### src/rtl/tri_setup_if.sv
// Vertex-in / coefficient-out bundle for the triangle setup stage.
// master drives vertices, start and out_ready; slave is tri_setup itself.
interface tri_setup_if;
  logic               start;
  logic [9:0]         ax, ay, bx, by, cx, cy;
  logic               busy;
  logic               out_valid;
  logic               out_ready;
  logic signed [10:0] a0, b0, a1, b1, a2, b2;
  logic signed [20:0] c0, c1, c2;
  logic signed [21:0] area;
  logic               culled;

  modport master (
    output start, ax, ay, bx, by, cx, cy, out_ready,
    input  busy, out_valid, a0, b0, a1, b1, a2, b2, c0, c1, c2, area, culled
  );

  modport slave (
    input  start, ax, ay, bx, by, cx, cy, out_ready,
    output busy, out_valid, a0, b0, a1, b1, a2, b2, c0, c1, c2, area, culled
  );
endinterface

### src/rtl/tri_setup.sv
// Once-per-frame triangle setup: edge coefficients and doubled area via one shared shift-add multiplier.
// Optional macro TRI_SETUP_CULL_EN drops negative-area triangles instead of flipping their orientation.
module tri_setup (
  input  logic       clk_pix,
  input  logic       rst,
  tri_setup_if.slave bus
);

  typedef enum logic [2:0] {IDLE, LATCH, MUL, SUM, DONE} state_t;

  state_t             state_reg;
  logic [9:0]         ax_reg, ay_reg, bx_reg, by_reg, cx_reg, cy_reg;
  logic signed [10:0] a_reg [3];
  logic signed [10:0] b_reg [3];
  logic signed [20:0] c_reg [3];
  logic [2:0]         prod_cnt_reg;
  logic [3:0]         step_reg;
  logic signed [21:0] acc_reg;
  logic signed [21:0] first_reg;

  logic signed [10:0] a_out_reg [3];
  logic signed [10:0] b_out_reg [3];
  logic signed [20:0] c_out_reg [3];
  logic signed [21:0] area_reg;
  logic               busy_reg, out_valid_reg, culled_reg;

  logic signed [10:0] mcand, mplier;
  logic signed [21:0] mcand_ext, partial, acc_base, acc_next, c_diff, area_sum;
  logic               area_zero, area_neg, drop, flip;

  // Product order pairs up as the two halves of c0, c1, c2.
  always_comb begin
    mcand  = '0;
    mplier = '0;
    unique case (prod_cnt_reg)
      3'd0:    begin mcand = {1'b0, ax_reg}; mplier = {1'b0, by_reg}; end
      3'd1:    begin mcand = {1'b0, bx_reg}; mplier = {1'b0, ay_reg}; end
      3'd2:    begin mcand = {1'b0, bx_reg}; mplier = {1'b0, cy_reg}; end
      3'd3:    begin mcand = {1'b0, cx_reg}; mplier = {1'b0, by_reg}; end
      3'd4:    begin mcand = {1'b0, cx_reg}; mplier = {1'b0, ay_reg}; end
      default: begin mcand = {1'b0, ax_reg}; mplier = {1'b0, cy_reg}; end
    endcase
  end

  // The multiplier's top bit carries negative weight, so its partial product is subtracted.
  always_comb begin
    mcand_ext = {{11{mcand[10]}}, mcand};
    partial   = mcand_ext <<< step_reg;
    acc_base  = (step_reg == 4'd0) ? '0 : acc_reg;
    acc_next  = acc_base;
    if (mplier[step_reg]) begin
      acc_next = (step_reg == 4'd10) ? acc_base - partial : acc_base + partial;
    end
    c_diff = first_reg - acc_next;
  end

  assign area_sum  = $signed({c_reg[0][20], c_reg[0]}) + $signed({c_reg[1][20], c_reg[1]})
                   + $signed({c_reg[2][20], c_reg[2]});
  assign area_zero = (area_sum == 22'sd0);
  assign area_neg  = area_sum[21];

`ifdef TRI_SETUP_CULL_EN
  assign drop = area_zero | area_neg;
  assign flip = 1'b0;
`else
  assign drop = area_zero;
  assign flip = area_neg;
`endif

  logic signed [10:0] a_sel [3];
  logic signed [10:0] b_sel [3];
  logic signed [20:0] c_sel [3];

  generate
    for (genvar gi = 0; gi < 3; gi++) begin : g_orient
      assign a_sel[gi] = flip ? -a_reg[gi] : a_reg[gi];
      assign b_sel[gi] = flip ? -b_reg[gi] : b_reg[gi];
      assign c_sel[gi] = flip ? -c_reg[gi] : c_reg[gi];
    end
  endgenerate

  always_ff @(posedge clk_pix) begin
    if (rst) begin
      state_reg     <= IDLE;
      {ax_reg, ay_reg, bx_reg, by_reg, cx_reg, cy_reg} <= '0;
      prod_cnt_reg  <= '0;
      step_reg      <= '0;
      acc_reg       <= '0;
      first_reg     <= '0;
      area_reg      <= '0;
      busy_reg      <= 1'b0;
      out_valid_reg <= 1'b0;
      culled_reg    <= 1'b0;
      for (int i = 0; i < 3; i++) begin
        a_reg[i]     <= '0;
        b_reg[i]     <= '0;
        c_reg[i]     <= '0;
        a_out_reg[i] <= '0;
        b_out_reg[i] <= '0;
        c_out_reg[i] <= '0;
      end
    end else begin
      culled_reg <= 1'b0;
      unique case (state_reg)
        IDLE: begin
          if (bus.start) begin
            ax_reg    <= bus.ax;
            ay_reg    <= bus.ay;
            bx_reg    <= bus.bx;
            by_reg    <= bus.by;
            cx_reg    <= bus.cx;
            cy_reg    <= bus.cy;
            busy_reg  <= 1'b1;
            state_reg <= LATCH;
          end
        end
        LATCH: begin
          a_reg[0]     <= $signed({1'b0, ay_reg}) - $signed({1'b0, by_reg});
          b_reg[0]     <= $signed({1'b0, bx_reg}) - $signed({1'b0, ax_reg});
          a_reg[1]     <= $signed({1'b0, by_reg}) - $signed({1'b0, cy_reg});
          b_reg[1]     <= $signed({1'b0, cx_reg}) - $signed({1'b0, bx_reg});
          a_reg[2]     <= $signed({1'b0, cy_reg}) - $signed({1'b0, ay_reg});
          b_reg[2]     <= $signed({1'b0, ax_reg}) - $signed({1'b0, cx_reg});
          prod_cnt_reg <= '0;
          step_reg     <= '0;
          state_reg    <= MUL;
        end
        MUL: begin
          acc_reg <= acc_next;
          if (step_reg == 4'd10) begin
            step_reg <= '0;
            if (!prod_cnt_reg[0]) begin
              first_reg <= acc_next;
            end else begin
              c_reg[prod_cnt_reg[2:1]] <= c_diff[20:0];
            end
            if (prod_cnt_reg == 3'd5) begin
              state_reg <= SUM;
            end else begin
              prod_cnt_reg <= prod_cnt_reg + 3'd1;
            end
          end else begin
            step_reg <= step_reg + 4'd1;
          end
        end
        SUM: begin
          if (drop) begin
            culled_reg <= 1'b1;
            busy_reg   <= 1'b0;
            state_reg  <= IDLE;
          end else begin
            for (int i = 0; i < 3; i++) begin
              a_out_reg[i] <= a_sel[i];
              b_out_reg[i] <= b_sel[i];
              c_out_reg[i] <= c_sel[i];
            end
            area_reg      <= flip ? -area_sum : area_sum;
            out_valid_reg <= 1'b1;
            state_reg     <= DONE;
          end
        end
        DONE: begin
          if (bus.out_ready) begin
            out_valid_reg <= 1'b0;
            busy_reg      <= 1'b0;
            state_reg     <= IDLE;
          end
        end
        default: state_reg <= IDLE;
      endcase
    end
  end

  assign bus.busy      = busy_reg;
  assign bus.out_valid = out_valid_reg;
  assign bus.culled    = culled_reg;
  assign bus.a0        = a_out_reg[0];
  assign bus.b0        = b_out_reg[0];
  assign bus.a1        = a_out_reg[1];
  assign bus.b1        = b_out_reg[1];
  assign bus.a2        = a_out_reg[2];
  assign bus.b2        = b_out_reg[2];
  assign bus.c0        = c_out_reg[0];
  assign bus.c1        = c_out_reg[1];
  assign bus.c2        = c_out_reg[2];
  assign bus.area      = area_reg;

endmodule
### src/flat_wrapper.sv
// flat-port wrapper written by rule: the top's interface ports become plain ports
module tri_setup_flat 
  (clk_pix, rst, bus_start, bus_ax, bus_ay, bus_bx, bus_by, bus_cx, bus_cy, bus_out_ready, bus_busy, bus_out_valid, bus_a0, bus_b0, bus_a1, bus_b1, bus_a2, bus_b2, bus_c0, bus_c1, bus_c2, bus_area, bus_culled);
  tri_setup_if bus_i ();
  input  logic clk_pix;
  input  logic rst;
  input wire logic [$bits(bus_i.start)-1:0] bus_start;
  input wire logic [$bits(bus_i.ax)-1:0] bus_ax;
  input wire logic [$bits(bus_i.ay)-1:0] bus_ay;
  input wire logic [$bits(bus_i.bx)-1:0] bus_bx;
  input wire logic [$bits(bus_i.by)-1:0] bus_by;
  input wire logic [$bits(bus_i.cx)-1:0] bus_cx;
  input wire logic [$bits(bus_i.cy)-1:0] bus_cy;
  input wire logic [$bits(bus_i.out_ready)-1:0] bus_out_ready;
  output wire logic [$bits(bus_i.busy)-1:0] bus_busy;
  output wire logic [$bits(bus_i.out_valid)-1:0] bus_out_valid;
  output wire logic [$bits(bus_i.a0)-1:0] bus_a0;
  output wire logic [$bits(bus_i.b0)-1:0] bus_b0;
  output wire logic [$bits(bus_i.a1)-1:0] bus_a1;
  output wire logic [$bits(bus_i.b1)-1:0] bus_b1;
  output wire logic [$bits(bus_i.a2)-1:0] bus_a2;
  output wire logic [$bits(bus_i.b2)-1:0] bus_b2;
  output wire logic [$bits(bus_i.c0)-1:0] bus_c0;
  output wire logic [$bits(bus_i.c1)-1:0] bus_c1;
  output wire logic [$bits(bus_i.c2)-1:0] bus_c2;
  output wire logic [$bits(bus_i.area)-1:0] bus_area;
  output wire logic [$bits(bus_i.culled)-1:0] bus_culled;
  assign bus_i.start = bus_start;
  assign bus_i.ax = bus_ax;
  assign bus_i.ay = bus_ay;
  assign bus_i.bx = bus_bx;
  assign bus_i.by = bus_by;
  assign bus_i.cx = bus_cx;
  assign bus_i.cy = bus_cy;
  assign bus_i.out_ready = bus_out_ready;
  assign bus_busy = bus_i.busy;
  assign bus_out_valid = bus_i.out_valid;
  assign bus_a0 = bus_i.a0;
  assign bus_b0 = bus_i.b0;
  assign bus_a1 = bus_i.a1;
  assign bus_b1 = bus_i.b1;
  assign bus_a2 = bus_i.a2;
  assign bus_b2 = bus_i.b2;
  assign bus_c0 = bus_i.c0;
  assign bus_c1 = bus_i.c1;
  assign bus_c2 = bus_i.c2;
  assign bus_area = bus_i.area;
  assign bus_culled = bus_i.culled;
  tri_setup u_core (.clk_pix(clk_pix), .rst(rst), .bus(bus_i));
endmodule
### config.mk
export PLATFORM = sky130hd
export DESIGN_NAME = tri_setup_flat
export DESIGN_NICKNAME = d
export VERILOG_FILES = /design/src/rtl/tri_setup_if.sv /design/src/rtl/tri_setup.sv /design/src/flat_wrapper.sv
export SDC_FILE = /design/constraint.sdc
export NUM_CORES = 1
export LEC_CHECK = 0
export ABC_AREA = 1
export CORE_MARGIN = 8
export CORE_UTILIZATION = 45
export CTS_CLUSTER_SIZE = 25
export DETAILED_ROUTE_END_ITERATION = 8
export SYNTH_ARGS = -nofsm -noshare
export SYNTH_HDL_FRONTEND = slang
export SYNTH_SLANG_ARGS = --single-unit
### constraint.sdc
create_clock -name clk_pix -period 9.3 [get_ports clk_pix]
set_input_delay 1.86 -clock clk_pix [delete_from_list [all_inputs] [get_ports clk_pix]]
set_output_delay 1.86 -clock clk_pix [all_outputs]
set_load 0.1 [all_outputs]
Word-level counts from Yosys, hierarchy flattened
Memory sizes are Yosys's and may differ from the RTL's.
Index checks and enable logic that the tools add are counted.

word-level totals
  flip-flop bits (word level) = 138
  bits in latches = 0
  memory bits (writable) = 258
  bits in read-only memories = 0
  output and inout port bits = 154
  memories kept = 6

memory list
  memory            words  bits a word  read ports  clocked after Yosys merged registers in  wr ports  line             source
  u_core.c_out_reg  3      21           3           0                                        3         tri_setup.sv:23  logic signed [20:0] c_out_reg [3];
  u_core.c_reg      3      21           3           0                                        3         tri_setup.sv:15  logic signed [20:0] c_reg [3];
  u_core.a_out_reg  3      11           3           0                                        3         tri_setup.sv:21  logic signed [10:0] a_out_reg [3];
  u_core.a_reg      3      11           3           0                                        3         tri_setup.sv:13  logic signed [10:0] a_reg [3];
  u_core.b_out_reg  3      11           3           0                                        3         tri_setup.sv:22  logic signed [10:0] b_out_reg [3];
  u_core.b_reg      3      11           3           0                                        3         tri_setup.sv:14  logic signed [10:0] b_reg [3];

operators by class
  $add $sub $neg = 23
  multiply operators = 0
  divide/modulo/power cells = 0
  $lt $le $gt $ge = 1
  equal/unequal tests = 17
  shift-type cells = 1
  mux-type cells = 67
  bitwise operators = 18
  reduce and logical (&&, ||, !) cells = 20

operators by type and width
  operator            number
  $mux 11             18
  $mux 21             7
  $mux 22             4
  $neg 11->11         6
  $sub 10x10->11      6
  $neg 21->21         3
  $pmux 10 s2         2
  $add 21x21->22      1
  $add 22x21->22      1
  $add 22x22->22      1
  $logic_not 22->1    1
  $neg 22->22         1
  $sshl 11x4->22      1
  $sub 22x22->22      1
  $mux 1              21
  $mux 3              7
  $reduce_or 21->1    1
  $sub 21x21->21      1
  $or 1x1->1          15
  $pmux 3 s5          1
  $eq 3x2->1 const B  4
  $reduce_or 2->1     5
  $eq 3x3->1 const B  3
  $reduce_and 3->1    3
  other kinds (21)    33

Depth between registers and ports, before layout
Gate-level depths: netlist of run 1.

  depth in word-level cells = 9
  gate-level depth with buffers = 48

Worst setup path before layout of run 1
OpenSTA, ideal clock, no wires.

  path type = reg-to-reg
  start point = memory u_core.c_reg[2][1]
  end point = memory u_core.a_out_reg[0][0], enable pin
  arrival time = 5372 ps
  required time = 8181 ps
  slack = 2809 ps
  cell stages (with the launch flop) = 25
  buffers on the path = 1
  clock period less this slack = 6491 ps
  path through = edfxtp_1 > fa_1 > ha_1 > fa_1 > nand2_1 > inv_2 > nand2_1 > nand2_1 > nand2_1 > nand2_2 > nand2_1 > nand2_2 > nand3_1 > nand2_1 > nand2_1 > nand2_1 > a21oi_1 > o21bai_2 > xor2_2 > inv_2 > nor2_1 > nand3_1 > nand2_1 > buf_4 > nand2_1

RTL lines
  element      line
  from (decl)  tri_setup.sv:15
  to (decl)    tri_setup.sv:21

==> results of run 1 <==
[stage by stage]
step                      cell area (um2)  hold slack (ns)  setup WS [ns]
final                               29200            0.469           2.84
after global routing                29200            0.494           2.02
after floorplan                     24900            0.464           2.81
after global placement              27600            0.452           3.15
after detailed placement            27600            0.462           2.96
after CTS                           29200            0.472           2.90
[worst register-to-register path, delay by kind of cell, from the launching register on]
kind | cells | cell delay (ns)
xor gates and xnor gates | 3 | 0.63
DFF | 1 | 0.35
buffers and inverters | 5 | 0.46
and+or+nand+nor | 19 | 1.96
AOI/OAI and AO/OA | 9 | 1.77
adders and majority gates | 4 | 1.00
[layer usage]
metal	vias to the layer above	global-route usage (%)	part of all wire [%]
li1	10800	-	-
met1	10300	34.5	48
met2	767	35.0	42
met3	98	5.05	8.3
met4	6	5.57	2.0
met5	-	0	0.047
[worst max-delay path by stage]
stage                                                       to  depth (start not counted)                           startpoint
after detailed placement     u_core.c_reg[0][14]$_SDFFCE_PN0P_                         40  u_core.prod_cnt_reg[0]$_SDFFE_PP0P_
after global routing         u_core.c_reg[0][18]$_SDFFCE_PN0P_                         41  u_core.prod_cnt_reg[1]$_SDFFE_PP0P_
final                        u_core.c_reg[0][14]$_SDFFCE_PN0P_                         40  u_core.prod_cnt_reg[1]$_SDFFE_PP0P_
after floorplan           u_core.a_out_reg[0][0]$_SDFFCE_PN0P_                         24     u_core.c_reg[2][1]$_SDFFCE_PN0P_
after global placement       u_core.c_reg[1][18]$_SDFFCE_PN0P_                         41  u_core.prod_cnt_reg[0]$_SDFFE_PP0P_
after CTS                    u_core.c_reg[0][14]$_SDFFCE_PN0P_                         40  u_core.prod_cnt_reg[1]$_SDFFE_PP0P_
[cell usage after synthesis (11+ instances only)]
cell	instances	area share, %
buf_2	33	0.66
a211oi_1	11	0.33
inv_1	421	6.3
fa_1	30	2.4
nor4_1	16	0.40
xnor2_1	25	0.88
inv_2	19	0.29
o211ai_1	23	0.69
o21ai_1	38	0.76
edfxtp_1	258	31
o21a_1	30	0.90
a21oi_1	291	5.8
o21ai_0	281	5.6
nor2_1	252	3.8
nand4_1	17	0.43
ha_1	135	6.8
xor2_1	39	1.4
nand3_2	20	0.80
nor3b_1	59	1.8
clkbuf_1	64	0.96
dfxtp_1	137	11
nand3_1	199	4.0
nand2_2	32	0.80
a31oi_1	12	0.30
nand2_1	395	6.0
nor3_1	119	2.4
[power breakdown]
part	leakage [nW]	internal, W	total [W]	switching, W
clock network	0.781	0.00117	0.00193	0.000752
registers	3.81	0.00207	0.00221	0.000139
logic	7.78	0.000952	0.00323	0.00227
[cells by family after synthesis]
kind of cell             share of synthesized area, %
AO/OA/AOI/OAI                                    15.8
XOR/XNOR                                         2.45
adder cells (fa/ha/maj)                          9.19
buffers and inverters                            8.95
flip-flops                                       42.1
AND/OR/NAND/NOR                                  21.5
[cell type report]
class	instances	area, um2	share of cell area [%]
clock buffers	59	1280	4.39
clock inverters	25	324	1.11
inverters	441	1660	5.67
multi-input cells	2110	12200	41.9
flip-flops and latches	395	10500	35.9
well taps	704	881	3.02
repair buffers	238	2340	8.02
==> flow_summary_export.csv, run 1 <==
group,metric,value,unit
worst_setup_path,worstPathArrival,6.77,ns
final_layout,instances_no_fill,3972,
pwr,p_per_area,252,nW/um2
placed_design,hpwl,59.2,mm
worst_setup_path,required,9.61,ns
clocking,cts_htree_levels,2,
sta,finalCritPeriodShare,69.5,%
yosys,ys_types,56,
clocking,cts_sinks,395,
sta,final_hold_viol_count,0,
yosys,synth_edf_count,258,
sta,setup_viol,0,
final_layout,final_cell_mix,"inv_1 (420), nand2_1 (393), a21oi_1 (291), o21ai_0 (281), edfxtp_1 (258)",
routing,avgRoutedWirePerCell,19.4,um
flow_run,cap_viol_max_count,0,
status,outcome,"finished clean",
final_layout,antenna-diode-count,0,
yosys,yosysSeqAreaShare,42.1,%
yosys,synthFlopType,"edfxtp_1",
placed_design,globalplace.congestion,0.914,
floorplan,core_area,54900,um2
final_layout,synthToLayoutAreaGrowth,17.3,%
final_layout,drive_gt1_share,6.06,%
global_route,antenna_found_initial,5,
sta,max_freq,155,MHz
worst_setup_path,r2r_start,"u_core.prod_cnt_reg[1]$_SDFFE_PP0P_",
final_layout,final_common_cell,"inv_1",
floorplan,fp.dieH,251,um
worst_setup_path,critical_path.max_stage_delay,0.35,ns
clocking,cts-root-buf,"clkbuf_16",
hold_path,hold_path_depth,2,
routing,wl,76.9,mm
sta,slew_headroom,20.9,%
worst_setup_path,worstReg2RegEnd,"u_core.c_reg[0][14]$_SDFFCE_PN0P_",
final_layout,fin_util,53.2,%
pwr,finalPower,0.00736,W
sta,setup_tns,0,ns
global_route,grt_pass1_wl,118,mm
worst_setup_path,worstRegToRegCells,40,
routing,final_antenna_net_count,0,
yosys,ys_warn_count,0,
clocking,post_cts.repair.setup_buffers,0,
yosys,synth-async-reset-ratio,0,%
worst_setup_path,path_max_fanout,11,
worst_setup_path,path_buf_inv,5,
floorplan,num_rows,86,
global_route,grt_pass1_vias,20300,
global_route,grt_max_degree,109,
worst_setup_path,end_kind,"flop",
worst_setup_path,crit_path_frequent_cell,"nand2_1",
placed_design,port_buffers,217,
routing,drc,0,
clocking,clkTransAtPathRegs,0.06,ns
routing,drt_iter0_drc,1730,
yosys,syn_nets,3293,
hold_path,worstHoldStart,"u_core.bus.busy$_SDFFE_PP0P_",
final_layout,fill_cells,5102,
clocking,tritoncts.num_buffers,45,
floorplan,die_w,251,um
floorplan,io_pins,218,
worst_setup_path,critPathKind,"flop to flop",
worst_setup_path,critPathLaunchType,"flop",
placed_design,dp.cells,3888,
floorplan,dieArea,63100,um2
yosys,syn_avg_cell_area,8.13,um2
sta,rsz0062_at_grt,"no",
final_layout,nNetsFinal,3460,
pwr,p_leak,12.4,nW
pwr,vdd_drop_max,146,uV
sta,skew,0.0246,ns
clocking,cts_hold_buffers,0,
yosys,synth-seq-cells,395,
worst_setup_path,r2r_slack,2.84,ns
routing,vias,22000,
yosys,syn_area,24900,um2
worst_setup_path,cpMaxStageDelayCell,"dfxtp_1",
clocking,cts-resized-gates,0,
worst_setup_path,path_delay_family,"simple AND/OR/NAND/NOR gates",
clocking,cts_buffer_depth,3,
sta,period_minus_slack,6.46,ns
global_route,track_usage,23.5,%
routing,vias_per_cell,5.53,
routing,drt_pass1_iterations,6,
global_route,overflow,0,
floorplan,start_util,45.4,%
clocking,cts_tree,"yes",
clocking,worstSkewPairLatency,0.58,ns
sta,worst_slew_pin_slew,1.18,ns
hold_path,hold_class,"flop to flop",
sta,maxSlewViolCount,0,
hold_path,hold_end,"u_core.bus.busy$_SDFFE_PP0P_",
yosys,synthCells,3064,
No activity file was read; power rests on OpenSTA's default activity.
==> run 2: changes to the inputs <==
==> constraint.sdc (replaced) <==
create_clock -name clk_pix -period 6.15 [get_ports clk_pix]
set_input_delay 1.23 -clock clk_pix [delete_from_list [all_inputs] [get_ports clk_pix]]
set_output_delay 1.23 -clock clk_pix [all_outputs]
set_load 0.1 [all_outputs]
==> run 2 against run 1 <==
Compared with the run above:
- fmax increased by 14%
- die area stayed put
- critical endpoint is now u_core.c_reg[2][17]$_SDFFCE_PN0P_
- first-iteration DRC count up 28%
- sequential share of layout area decreased by 0.53 points
- critical path depth is 2 higher
- clock skew shrank 0.0045 ns
- hold slack better by 0.0015 ns
- register-to-register slack lost 2.4 ns
- via count grew 0.44%
- core utilization up 0.81 points
==> flow_summary_export.csv, run 2 (synthesis gave the netlist of run 1 again) <==
group,metric,value,unit
final_layout,final_common_cell,"inv_1",
worst_setup_path,path_buf_inv,6,
sta,fin_hold_ws,0.470,ns
placed_design,globalplace.congestion,0.922,
clocking,tritoncts.num_buffers,46,
routing,drc,0,
sta,final_hold_viol_count,0,
worst_setup_path,critPathLaunchType,"flop",
worst_setup_path,r2r_slack,0.47,ns
floorplan,die_w,251,um
placed_design,port_buffers,217,
worst_setup_path,required,6.47,ns
final_layout,synthToLayoutAreaGrowth,19.0,%
sta,setup_viol,0,
global_route,track_usage,23.6,%
pwr,vdd_drop_max,260,uV
status,outcome,"finished clean",
floorplan,io_pins,218,
routing,drt_iter0_drc,2214,
sta,maxSlewViolCount,0,
sta,skew,0.0201,ns
routing,vias_per_cell,5.49,
pwr,p_leak,12.6,nW
clocking,cts_htree_levels,2,
global_route,grt_pass1_wl,118,mm
clocking,cts_sinks,395,
worst_setup_path,critPathKind,"flop to flop",
clocking,cts_buffer_depth,3,
sta,setup_tns,0,ns
final_layout,final_area,29700,um2
placed_design,dpl_worst_slack,-0.0210,ns
final_layout,drive_gt1_share,8.61,%
floorplan,start_util,45.4,%
final_layout,nNetsFinal,3502,
sta,max_freq,176,MHz
worst_setup_path,critical_path.max_stage_delay,0.38,ns
global_route,grt_max_degree,115,
pwr,p_per_area,379,nW/um2
final_layout,antenna-diode-count,0,
routing,wl,77.0,mm
worst_setup_path,crit_path_frequent_cell,"nand2_1",
sta,worst_slew_pin_slew,1.13,ns
worst_setup_path,path_delay_family,"simple AND/OR/NAND/NOR gates",
clocking,cts-root-buf,"clkbuf_16",
flow_run,cap_viol_max_count,0,
worst_setup_path,end_kind,"flop",
worst_setup_path,crit_start,"u_core.prod_cnt_reg[0]$_SDFFE_PP0P_",
floorplan,core_area,54900,um2
final_layout,final_cell_mix,"inv_1 (419), nand2_1 (390), a21oi_1 (284), o21ai_0 (272), edfxtp_1 (258)",
global_route,grt_pass1_vias,20400,
worst_setup_path,path_max_fanout,10,
sta,setup_ws,0.469,ns
placed_design,dpl_cell_area,27900,um2
clocking,cts_tree,"yes",
sta,period_minus_slack,5.68,ns
sta,slew_headroom,24.5,%
worst_setup_path,worstPathArrival,6.00,ns
worst_setup_path,r2r_start,"u_core.prod_cnt_reg[0]$_SDFFE_PP0P_",
hold_path,hold_class,"flop to flop",
floorplan,dieArea,63100,um2
worst_setup_path,cpMaxStageDelayCell,"dfxtp_2",
routing,vias,22100,
clocking,clkTransAtPathRegs,0.06,ns
routing,avgRoutedWirePerCell,19.2,um
global_route,antenna_found_initial,1,
floorplan,fp.dieH,251,um
routing,final_antenna_net_count,0,
sta,finalCritPeriodShare,92.4,%
hold_path,worstHoldStart,"u_core.bus.busy$_SDFFE_PP0P_",
clocking,worstSkewPairLatency,0.60,ns
global_route,overflow,0,
routing,drt_pass1_iterations,6,
floorplan,num_rows,86,
placed_design,hpwl,59.9,mm
placed_design,dp.cells,3921,
final_layout,instances_no_fill,4015,
## run 2: changes by cell type in the layout (fill, tap and decap cells not counted), sizes merged
cell	previous run	this run
buf	21	62
bufinv	7	2
clkbuf	59	58
clkinv	13	16
clkinvlp	3	5
inv	443	446
## run 2: timing repair
action / CTS / global route
resized for setup: 1 / 61
setup buffers: 0 / 8
pin swaps: 0 / 12
hold buffers: 0 / 0
endpoints found under the setup margin: 3 / 39
hold endpoints to repair: 0 / 0
## run 2: layer usage
| metal | GRT usage, % | share of wire [%] |
|---|---|---|
| met5 | 0 | 0 |
| met4 | 5.90 | 2.2 |
| met3 | 4.45 | 8.1 |
| met2 | 35.1 | 42 |
| met1 | 35.0 | 48 |
## run 2: layout make-up
cell class	instances	area, um2
Fill cell	5114	25200
Multi-Input combinational cell	2110	12500
Sequential cell	395	10500
Timing Repair Buffer	279	2660
Inverter	441	1660
Clock buffer	58	1220
Tap cell	704	881
Clock inverter	28	265
## run 2: worst min-delay path, stage by stage, from the launching register on
cell and delay (ns):
dfxtp_1 0.31, nand2_1 0.06, a21oi_1 0.05
## run 2: per-stage QoR
| stage | power [W] | utilization (%) |
|---|---|---|
| 3_3_place_gp | 0.00824 | 50.8 |
| 6_report | 0.0112 | 54.0 |
| 4_1_cts | 0.0110 | 53.5 |
| 3_5_place_dp | 0.00830 | 50.8 |
| 2_1_floorplan | 0.00693 | - |
| 5_1_grt | 0.0119 | 54.0 |
## run 2: final timing paths
kind                                                          end  cells past startpoint
worst max-delay path            u_core.c_reg[2][17]$_SDFFCE_PN0P_                     42
worst min-delay path                 u_core.bus.busy$_SDFFE_PP0P_                      2
worst max register to register  u_core.c_reg[2][17]$_SDFFCE_PN0P_                     42
worst min register to register       u_core.bus.busy$_SDFFE_PP0P_                      2
## run 2: power by group
group          switching [W]  leakage, nW  internal [W]
logic                0.00356         8.06       0.00163
clock network        0.00119        0.711       0.00151
registers           0.000213         3.81       0.00313
